===== src/rtl/fx_pkg.sv =====
// fx_pkg: shared constants and helpers for the pitch-effect engine
package fx_pkg;
  localparam logic [1:0] FX_NONE    = 2'd0;
  localparam logic [1:0] FX_PORTA   = 2'd1;
  localparam logic [1:0] FX_VIBRATO = 2'd2;
  localparam logic [1:0] FX_MUTE    = 2'd3;
  localparam int NOTE_W = 6;
  localparam int OFFS_W = 3;
  localparam int PORTA_TICK_LOG2_DEF = 18;
  localparam int VIB_TICK_LOG2_DEF   = 16;
  // Vibrato peak magnitude 2*depth+1 (1, 3, 5 or 7)
  function automatic logic [OFFS_W-1:0] vib_max(input logic [1:0] depth);
    return {depth, 1'b1};
  endfunction
endpackage


===== src/rtl/fx_pitch_effects_if.sv =====
// fx_pitch_effects_if: sequencer-side controls and effected outputs of one channel
interface fx_pitch_effects_if;
  import fx_pkg::*;
  logic [NOTE_W-1:0] note_in;
  logic              note_clk;
  logic [1:0]        fx_sel;
  logic [1:0]        fx_optA;
  logic [1:0]        fx_optB;
  logic [NOTE_W-1:0] note_out;
  logic [OFFS_W-1:0] offset_mul;
  logic              offset_dir;
  modport master (
    output note_in, note_clk, fx_sel, fx_optA, fx_optB,
    input  note_out, offset_mul, offset_dir
  );
  modport slave (
    input  note_in, note_clk, fx_sel, fx_optA, fx_optB,
    output note_out, offset_mul, offset_dir
  );
endinterface


===== src/rtl/fx_tick_prescaler.sv =====
// fx_tick_prescaler: free-running divider, one-cycle tick every 2^(BASE+speed) cycles
module fx_tick_prescaler #(
  parameter int BASE = 18
) (
  input  logic       clk50mhz,
  input  logic       rst_n,
  input  logic       clear,
  input  logic [1:0] speed,
  output logic       tick
);
  localparam int W = BASE + 4;
  logic [W-1:0] cnt;
  logic [W-1:0] mask;
  assign mask = {W{1'b1}} >> (3'd4 - 3'(speed));
  assign tick = (cnt & mask) == mask;
  // Count continuously; a speed change only moves the tick mask, so the phase is kept
  always_ff @(posedge clk50mhz or negedge rst_n)
    if (!rst_n) cnt <= '0;
    else cnt <= clear ? '0 : cnt + 1'b1;
endmodule


===== src/rtl/fx_pitch_effects.sv =====
// fx_pitch_effects: portamento and vibrato LFO on a 6-bit note index for one channel
module fx_pitch_effects
  import fx_pkg::*;
#(
  parameter int PORTA_TICK_LOG2 = PORTA_TICK_LOG2_DEF,
  parameter int VIB_TICK_LOG2   = VIB_TICK_LOG2_DEF
) (
  input logic clk50mhz,
  input logic rst_n,
  fx_pitch_effects_if.slave fx
);
  logic [1:0]        nclk_sync;
  logic              nclk_prev;
  logic              note_edge;
  logic              porta_tick;
  logic              vib_tick;
  logic [NOTE_W-1:0] porta_cur;
  logic [OFFS_W-1:0] vib_mag;
  logic [OFFS_W-1:0] vib_lim;
  logic              vib_dir;
  logic              vib_up;

  assign vib_lim = vib_max(fx.fx_optB);

  fx_tick_prescaler #(.BASE(PORTA_TICK_LOG2)) u_porta_div (
    .clk50mhz(clk50mhz), .rst_n(rst_n), .clear(note_edge), .speed(fx.fx_optA), .tick(porta_tick)
  );

  fx_tick_prescaler #(.BASE(VIB_TICK_LOG2)) u_vib_div (
    .clk50mhz(clk50mhz), .rst_n(rst_n), .clear(note_edge), .speed(fx.fx_optA), .tick(vib_tick)
  );

  // Synchronise note_clk and register its rising edge (pulse acts 3 cycles after the pin)
  always_ff @(posedge clk50mhz or negedge rst_n)
    if (!rst_n) begin
      {nclk_prev, nclk_sync} <= '0;
      note_edge <= 1'b0;
    end else begin
      {nclk_prev, nclk_sync} <= {nclk_sync, fx.note_clk};
      note_edge <= nclk_sync[1] & ~nclk_prev;
    end

  // Portamento: track the note outside porta, otherwise creep one step per tick toward it
  always_ff @(posedge clk50mhz or negedge rst_n)
    if (!rst_n) porta_cur <= '0;
    else if (fx.fx_sel != FX_PORTA) porta_cur <= fx.note_in;
    else if (porta_tick && !note_edge && porta_cur != fx.note_in)
      porta_cur <= porta_cur < fx.note_in ? porta_cur + 1'b1 : porta_cur - 1'b1;

  // Vibrato triangle 0..max..0, flipping direction each time it lands back on 0
  always_ff @(posedge clk50mhz or negedge rst_n)
    if (!rst_n) begin
      vib_mag <= '0;
      vib_dir <= 1'b0;
      vib_up  <= 1'b1;
    end else if (fx.fx_sel != FX_VIBRATO || note_edge) begin
      vib_mag <= '0;
      vib_dir <= 1'b0;
      vib_up  <= 1'b1;
    end else if (vib_tick) begin
      if (vib_mag > vib_lim) begin
        vib_mag <= vib_lim;
        vib_up  <= 1'b0;
      end else if (vib_up && vib_mag < vib_lim) begin
        vib_mag <= vib_mag + 1'b1;
        vib_up  <= (vib_mag + 3'd1) != vib_lim;
      end else begin
        vib_mag <= vib_mag - 1'b1;
        vib_up  <= vib_mag == 3'd1;
        vib_dir <= vib_dir ^ (vib_mag == 3'd1);
      end
    end

  // Registered output select
  always_ff @(posedge clk50mhz or negedge rst_n)
    if (!rst_n) begin
      fx.note_out   <= '0;
      fx.offset_mul <= '0;
      fx.offset_dir <= 1'b0;
    end else begin
      fx.note_out   <= fx.fx_sel == FX_MUTE ? '0 : fx.fx_sel == FX_PORTA ? porta_cur : fx.note_in;
      fx.offset_mul <= fx.fx_sel == FX_VIBRATO ? vib_mag : '0;
      fx.offset_dir <= fx.fx_sel == FX_VIBRATO && vib_dir;
    end
endmodule


===== src/flat_wrapper.sv =====
// flat-port wrapper written by rule: the top's interface ports become plain ports
module fx_pitch_effects_flat import fx_pkg::*;
#(
  parameter int PORTA_TICK_LOG2 = PORTA_TICK_LOG2_DEF,
  parameter int VIB_TICK_LOG2   = VIB_TICK_LOG2_DEF
)
  (clk50mhz, rst_n, fx_note_in, fx_note_clk, fx_fx_sel, fx_fx_optA, fx_fx_optB, fx_note_out, fx_offset_mul, fx_offset_dir);
  fx_pitch_effects_if fx_i ();
  input logic clk50mhz;
  input logic rst_n;
  input wire logic [$bits(fx_i.note_in)-1:0] fx_note_in;
  input wire logic [$bits(fx_i.note_clk)-1:0] fx_note_clk;
  input wire logic [$bits(fx_i.fx_sel)-1:0] fx_fx_sel;
  input wire logic [$bits(fx_i.fx_optA)-1:0] fx_fx_optA;
  input wire logic [$bits(fx_i.fx_optB)-1:0] fx_fx_optB;
  output wire logic [$bits(fx_i.note_out)-1:0] fx_note_out;
  output wire logic [$bits(fx_i.offset_mul)-1:0] fx_offset_mul;
  output wire logic [$bits(fx_i.offset_dir)-1:0] fx_offset_dir;
  assign fx_i.note_in = fx_note_in;
  assign fx_i.note_clk = fx_note_clk;
  assign fx_i.fx_sel = fx_fx_sel;
  assign fx_i.fx_optA = fx_fx_optA;
  assign fx_i.fx_optB = fx_fx_optB;
  assign fx_note_out = fx_i.note_out;
  assign fx_offset_mul = fx_i.offset_mul;
  assign fx_offset_dir = fx_i.offset_dir;
  fx_pitch_effects #(.PORTA_TICK_LOG2(PORTA_TICK_LOG2), .VIB_TICK_LOG2(VIB_TICK_LOG2)) u_core (.clk50mhz(clk50mhz), .rst_n(rst_n), .fx(fx_i));
endmodule

===== config.mk =====
export PLATFORM = sky130hd
export DESIGN_NAME = fx_pitch_effects_flat
export DESIGN_NICKNAME = d
export VERILOG_FILES = /design/src/rtl/fx_pkg.sv /design/src/rtl/fx_pitch_effects_if.sv /design/src/rtl/fx_tick_prescaler.sv /design/src/rtl/fx_pitch_effects.sv /design/src/flat_wrapper.sv
export SDC_FILE = /design/constraint.sdc
export NUM_CORES = 1
export LEC_CHECK = 0
export CAP_MARGIN = 30
export CORE_UTILIZATION = 50
export CTS_CLUSTER_DIAMETER = 30
export CTS_CLUSTER_SIZE = 40
export DETAILED_ROUTE_END_ITERATION = 7
export PLACE_DENSITY = 0.73
export SYNTH_ARGS = -nofsm -noshare
export SYNTH_HDL_FRONTEND = slang
export SYNTH_HIERARCHICAL = 1
export SYNTH_SLANG_ARGS = --single-unit

===== constraint.sdc =====
create_clock -name clk50mhz -period 2.7 [get_ports clk50mhz]
set_input_delay 0.54 -clock clk50mhz [delete_from_list [all_inputs] [get_ports clk50mhz]]
set_output_delay 0.54 -clock clk50mhz [all_outputs]
set_load 0.05 [all_outputs]

==> reports/qor.csv, run 1 <==
metric,value,unit
outcome,finished clean,
final core occ,64.8,%
Register Area,1630,sq um
Yosys reg bits,65,
crit-path max FO,5,
Max Clk Rate,0.383,GHz
Top delay family on crit path,compound AO/OA/AOI/OAI gates,
WL/cell,14.1,um
Clock Path Buffers,2,
share of the yosys chip area belonging to registers,46.0,%
CTS root buf,clkbuf_8,
Port Buffers,24,
antenna cells,0,
vias in the first global route,2764,
Worst EP required,2.92,ns
syn nets,393,
CP bufs+invs,2,
Total Neg Setup Slack,0,ns
DRT iter0 DRCs,117,
Setup Skew,0.0103,ns
Post-synth ARST share,100,%
# IOs,25,
CP arrival,2.83,ns
Critical Path Slowest Stage Cell,a211o_4,
Residual DRC,0,
worst setup margin,0.0872,ns
CP max stage delay,0.40,ns
Initial Util,51.8,%
Synth Area per Inst,9.84,sq um
TritonCTS buffer count,9,
nets,447,
layout cells sized above 1,20.8,%
Synth Flop Type,dfrtp_1,
clock tree from TritonCTS,done,
chip width,86.2,um
Final Wtd Congestion,0.901,
"Reg clk slew, reported paths",0.07,ns
final-report setup violation count,0,
GR Overflow Total,0,
dpl hpwl,4840,um
maximum number of pins on one net before global-route repair,66,
final slew viol count,0,
P_leak,1.94,nW
synthesized instance count,360,
Synth warnings,6,
fin crit period,2.61,ns
Worst VDD drop,294,uV
first-pass GRT wire length,12500,um
Mapped Area,3540,sq um
"EDFF count, synth",0,
cell repeated most along the worst path,ha_4,
Hold/Removal Path Class,input port to async pin,
"Distinct cells, synth",50,
initial antenna violation count,0,
Worst-Margin Slew,0.797,ns
fin crit share,96.8,%
total core area,6830,sq um
Hold Slack,0.349,ns
Total GRT Usage,21.7,%
relative slew slack,46.9,%
synthesis-to-finish area growth,24.9,%
multi-input logic area,1940,sq um
Row Count,30,
vias,2812,
critical path startpoint category,input port,
Fill cells,577,
RSZ-0062 raised after global routing,yes,
Total Wirelength,7250,um
Vias/cell,5.46,
die height,86.2,um
Max-cap violations,0,
DP Worst Slack,-0.716,ns
drt pass-1 iters,4,
crit path cell chain,"dlygate4sd2_1, inv_2, ha_4, nand3_2, nand2_1, a211o_4, ha_4, a211oi_2, o21bai_1, a21oi_2, xnor2_1, mux2i_1, o211ai_1",
critical path capture point type,flip-flop,
DIE AREA,7430,sq um
critical path class,input port to flip-flop,
depth of the CTS H-tree,3,
TritonCTS Sinks,65,
Pwr per Cell Area,560,nW/um^2
Skew-Pair Late Insertion Delay,0.35,ns
Hold Buf Count CTS,0,
Final ANT Viol Nets,0,
final hold violation count,0,
-- placed cells by master (no fill, tap or decap), types with 6 or more instances in the layout --
| master | netlist | final |
|---|---|---|
| a21oi_1 | 22 | 18 |
| and2_1 | 7 | 7 |
| and3_1 | 6 | 6 |
| buf_4 | 0 | 30 |
| clkbuf_8 | 0 | 9 |
| clkdlybuf4s50_1 | 0 | 17 |
| dfrtp_1 | 64 | 63 |
| ha_1 | 17 | 8 |
| ha_4 | 0 | 8 |
| inv_1 | 18 | 13 |
| nand2_1 | 19 | 19 |
| nand3_1 | 15 | 14 |
| nand4_1 | 12 | 12 |
| nor2_1 | 43 | 43 |
| nor2b_1 | 8 | 8 |
| o21ai_0 | 14 | 13 |
| xnor2_1 | 17 | 17 |
| xor2_1 | 14 | 14 |
-- layout make-up --
cell class	instances	share of cell area (%)
flip-flops and latches	65	36.8
inverters	18	1.53
well taps	96	2.71
repair buffers	54	10.2
clock buffers	9	2.80
clock inverters	7	2.15
multi-input cells	266	43.8
-- metal layers --
metal	routed length, um	GRT usage, %
met1	3400	27.4
met3	232	6.10
met5	0	0
met4	70	8.03
met2	3540	35.6
-- cells by family (layout without fill, tap and decap cells) --
family	count (synthesis)	in the layout	share of synthesized area, %
xor gates and xnor gates	31	31	7.67
adders and majority gates	18	18	6.57
buffers and inverters	29	88	3.78
DFF	65	65	46.0
and+or+nand+nor	146	146	22.9
muxes	5	5	1.45
AOI/OAI and AO/OA	66	66	11.7
-- repair_timing --
action                     4_1_cts  5_1_grt
pin swaps                       15       10
buffers inserted                 1        1
setup endpoints to repair        3        6
resized for setup               20        9
-- flip-flops by register name, summed over array words and instances (netlist names) --
name / cells
u_core/fx.offset_mul: 3
u_core/porta_cur: 6
u_core/fx.note_out: 6
u_core/nclk_sync: 2
u_core/fx.offset_dir: 1
u_core/vib_up: 1
u_core/vib_dir: 1
u_core/u_porta_div/cnt: 21
u_core/note_edge: 1
u_core/u_vib_div/cnt: 19
u_core/nclk_prev: 1
u_core/vib_mag: 3
-- report_power, final --
group | switching (mW) | internal [mW] | leakage [nW] | total, mW
Combinational | 0.232 | 0.234 | 0.972 | 0.467
Clock | 0.388 | 0.519 | 0.109 | 0.907
Sequential | 0.0701 | 1.03 | 0.863 | 1.10
Total | 0.691 | 1.79 | 1.94 | 2.48
-- metrics by stage --
stage               area [sq um]  total power, mW  cells
global placement            4090             1.52    497
finish                      4430             2.48    515
detailed placement          4090             1.54    497
global route                4430             2.62    515
floorplan                   3590             1.37    360
CTS                         4390             2.49    514
-- final timing paths --
| check | start | to | slack [ns] | cells past startpoint |
|---|---|---|---|---|
| setup / recovery | fx_note_in[3] | u_core/porta_cur[5]$_DFFE_PN0P_ | 0.09 | 13 |
| min in group clk50mhz | u_core/nclk_sync[0]$_DFF_PN0_ | u_core/nclk_sync[1]$_DFF_PN0_ | 0.35 | 0 |
| setup reg to reg | u_core/porta_cur[4]$_DFFE_PN0P_ | u_core/porta_cur[5]$_DFFE_PN0P_ | 0.09 | 11 |
| max in group asynchronous | rst_n | u_core/porta_cur[3]$_DFFE_PN0P_ | 1.78 | 2 |
| hold / removal | rst_n | u_core/u_porta_div/cnt[13]$_DFF_PN0_ | 0.35 | 2 |
| hold reg to reg | u_core/nclk_sync[0]$_DFF_PN0_ | u_core/nclk_sync[1]$_DFF_PN0_ | 0.35 | 0 |
-- worst reg2reg max path, stage by stage, from the launching register on --
cell      delay (ns)
dfrtp_1         0.42
ha_4            0.24
a21oi_2         0.12
nand2_1         0.07
a211o_4         0.40
ha_4            0.24
a211oi_2        0.23
o21bai_1        0.12
a21oi_2         0.16
xnor2_1         0.15
mux2i_1         0.21
o211ai_1        0.12
-- synth_stat cells, types with 2 or more instances --
library cell,count,area share [%]
a211o_1,2,0.49
a211oi_1,3,0.64
a21o_1,3,0.64
a21oi_1,22,3.1
a31oi_1,2,0.35
and2_1,7,1.2
and3_1,6,1.1
and4_1,5,1.2
buf_2,2,0.28
buf_6,3,0.95
clkbuf_1,6,0.64
dfrtp_1,64,45
ha_1,17,6.0
inv_1,18,1.9
mux2i_1,4,1.1
nand2_1,19,2.0
nand2b_1,6,1.1
nand3_1,15,2.1
nand3_2,2,0.57
nand4_1,12,2.1
nor2_1,43,4.6
nor2b_1,8,1.4
nor3_1,5,0.71
nor4_2,3,1.1
o21ai_0,14,2.0
o21ai_1,5,0.71
o21bai_1,2,0.42
o31ai_1,4,0.85
or3_1,5,0.88
or4_1,4,0.85
xnor2_1,17,4.2
xor2_1,14,3.5
Note: power is estimated with default switching activity, not from simulation.
==> run 2: changes to the inputs <==
- SYNTH_HIERARCHICAL: 1 -> not set
==> run 2 against run 1 <==
  * Setup slack worse by 0.040 ns
  * Power is 3.0% lower
  * Wire length is 8.0% lower
  * Clock skew is 0.0026 ns lower
  * Non-clock buffer count is 5 lower
  * Sequential power hardly changed
  * Fmax is 1.5% lower
  * Via count is 9.1% lower
  * Utilization is 0.54 points higher
==> reports/qor.csv, run 2 <==
metric,value,unit
most common library cell in the layout ignoring fill and taps,dfrtp_1,
chip width,84.4,um
"Distinct cells, synth",45,
Post-synth ARST share,100,%
RSZ-0062 raised after global routing,yes,
vias in the first global route,2598,
drt pass-1 iters,4,
Initial Util,52.5,%
TritonCTS buffer count,9,
R2R cell count,11,
clock tree from TritonCTS,done,
nets,426,
Top delay family on crit path,compound AO/OA/AOI/OAI gates,
Final Wtd Congestion,0.812,
"Reg clk slew, reported paths",0.08,ns
GR Overflow Total,0,
depth of the CTS H-tree,3,
synthesized instance count,341,
Hold Buf Count CTS,0,
maximum number of pins on one net before global-route repair,66,
Post-Layout Cell Count,475,
DRT iter0 DRCs,110,
Synth Flop Type,dfrtp_1,
Critical Path Slowest Stage Cell,or3_1,
Mapped Area,3390,sq um
CP arrival,2.93,ns
max reg flops,21,
final hold violation count,0,
P_leak,1.88,nW
biggest regs,"u_core.u_porta_div.cnt: 21 flops, u_core.u_vib_div.cnt: 19 flops",
syn nets,374,
DP Worst Slack,-0.674,ns
Worst VDD drop,342,uV
Final ANT Viol Nets,0,
Yosys reg bits,65,
Synth Area per Inst,9.95,sq um
Register Area,1630,sq um
relative slew slack,65.1,%
most frequent cells in the layout,"64 x dfrtp_1, 41 x nor2_1, 24 x buf_4",
Max Clk Rate,0.377,GHz
"EDFF count, synth",0,
CP max stage delay,0.37,ns
vias,2555,
fin crit share,98.3,%
multi-input logic area,1790,sq um
Worst EP required,2.97,ns
fin crit period,2.65,ns
TritonCTS Sinks,65,
Clock Path Buffers,2,
Setup Skew,0.00772,ns
total core area,6460,sq um
Pwr per Cell Area,570,nW/um^2
initial antenna violation count,0,
internal reg-to-reg setup slack,0.07,ns
DIE AREA,7120,sq um
dpl hpwl,4460,um
Max-cap violations,0,
CTS root buf,clkbuf_8,
Port Buffers,24,
final slew viol count,0,
dpl cells,458,
post-synth top area cell,dfrtp_1,
Synth warnings,0,
crit path cell chain,"dlygate4sd2_1, inv_2, ha_4, nand4_1, a21oi_1, a211o_4, ha_4, a211oi_2, o21bai_1, a21oi_2, xor2_1, or3_1, a31oi_1",
worst r2r dst,u_core.porta_cur[5]$_DFFE_PN0P_,
CP bufs+invs,2,
Total GRT Usage,20.6,%
antenna cells,0,
# IOs,25,
layout cells sized above 1,17.1,%
top-count cell post-synth,dfrtp_1,
Skew-Pair Late Insertion Delay,0.35,ns
critical path startpoint category,input port,
critical path class,input port to flip-flop,
share of the synthesized area in the top cell type,47.2,%
Post-synth top cells,"64 x dfrtp_1, 41 x nor2_1, 23 x nand2_1",
critical path capture point type,flip-flop,
Synth area leaders,"dfrtp_1 47%, ha_1 6.3%, xor2_1 5.7%",
worst setup margin,0.0467,ns
crit-path max FO,5,
final-report setup violation count,0,
outcome,finished clean,
Row Count,29,
share of the yosys chip area belonging to registers,48.0,%
Vias/cell,5.38,
Worst-Margin Slew,0.522,ns
die height,84.4,um
worst r2r src,u_core.porta_cur[4]$_DFFE_PN0P_,
WL/cell,14.0,um
synthesis-to-finish area growth,24.3,%
Residual DRC,0,
Hold Slack,0.192,ns
Fill cells,496,
first-pass GRT wire length,11500,um
cell repeated most along the worst path,ha_4,
Hold/Removal Path Class,input port to async pin,
final core occ,65.3,%
largest reg by FF count,u_core.u_porta_div.cnt,
Total Wirelength,6670,um
==> run 2: cell count changes after synthesis, moves of 4 or more <==
cell	change
a21oi_1	-4
xor2_1	+8
or4_1	-4
nand4_1	-4
nand2_1	+4
or3_1	+5
==> run 2: how the worst max path moves through the flow <==
stage | slack, ns | depth (start not counted) | startpoint | endpoint
global placement | -0.59 | 13 | fx_note_in[4] | u_core.porta_cur[5]$_DFFE_PN0P_
global route | -0.14 | 13 | fx_note_in[5] | u_core.porta_cur[5]$_DFFE_PN0P_
finish | 0.05 | 13 | fx_note_in[2] | u_core.porta_cur[5]$_DFFE_PN0P_
floorplan | 0.007 | 12 | fx_note_in[4] | u_core.porta_cur[5]$_DFFE_PN0P_
CTS | 0.03 | 13 | fx_note_in[4] | u_core.porta_cur[5]$_DFFE_PN0P_
detailed placement | -0.67 | 13 | fx_note_in[4] | u_core.porta_cur[5]$_DFFE_PN0P_
==> run 2: what timing repair did <==
item	4_1_cts	5_1_grt
setup buffers	1	0
cloned	0	0
gates resized for setup	9	7
pin swaps	4	8
setup endpoints to repair	3	2
==> run 2: worst reg2reg max path, delay by kind of cell, from the launching register on <==
family,cells,cell delay (ns)
flip-flops,1,0.42
adder cells (fa/ha/maj),2,0.48
XOR/XNOR,1,0.10
AND/OR/NAND/NOR,2,0.46
AO/OA/AOI/OAI,6,1.09
==> run 2: cell type report <==
cell class                 instances  share of cell area (%)
clock buffer                       9                    2.94
clock inverter                     7                    2.22
inverter                          15                    1.39
multi-input combinational        253                    42.5
sequential                        65                    38.6
tap                               77                    2.28
timing repair buffer              49                    10.1
==> run 2: layer usage <==
metal / wire [um] / share of wire (%) / GRT usage (%) / vias to the layer above
met5: 0 / 0 / 0 / -
met4: 89 / 1.3 / 9.55 / 0
met3: 155 / 2.3 / 5.31 / 8
met2: 3210 / 48 / 32.3 / 33
met1: 3210 / 48 / 26.9 / 1230
li1: - / - / - / 1284
==> run 2: per-stage QoR <==
stage | TNS, ns | cell area (sq um) | power [mW]
floorplan | 0 | 3470 | 1.32
global placement | -1.54 | 3950 | 1.47
detailed placement | -2.00 | 3950 | 1.48
CTS | 0 | 4200 | 2.41
global route | -0.227 | 4220 | 2.53
finish | 0 | 4220 | 2.40
==> run 2: logic make-up (layout without fill, tap and decap cells) <==
family	after synthesis	in the layout	synth area share (%)
simple gates	134	134	20.5
flops	65	65	48.0
compound gates	60	60	11.2
xor+xnor	36	36	9.29
buf+inv	23	80	2.77
fa+ha+maj	18	18	6.86
mux	5	5	1.47
==> run 2: power breakdown <==
| part | internal (mW) | total [mW] | switching, mW |
|---|---|---|---|
| logic | 0.202 | 0.411 | 0.209 |
| clock network | 0.519 | 0.911 | 0.392 |
| registers | 1.03 | 1.08 | 0.0505 |
| total | 1.75 | 2.40 | 0.651 |
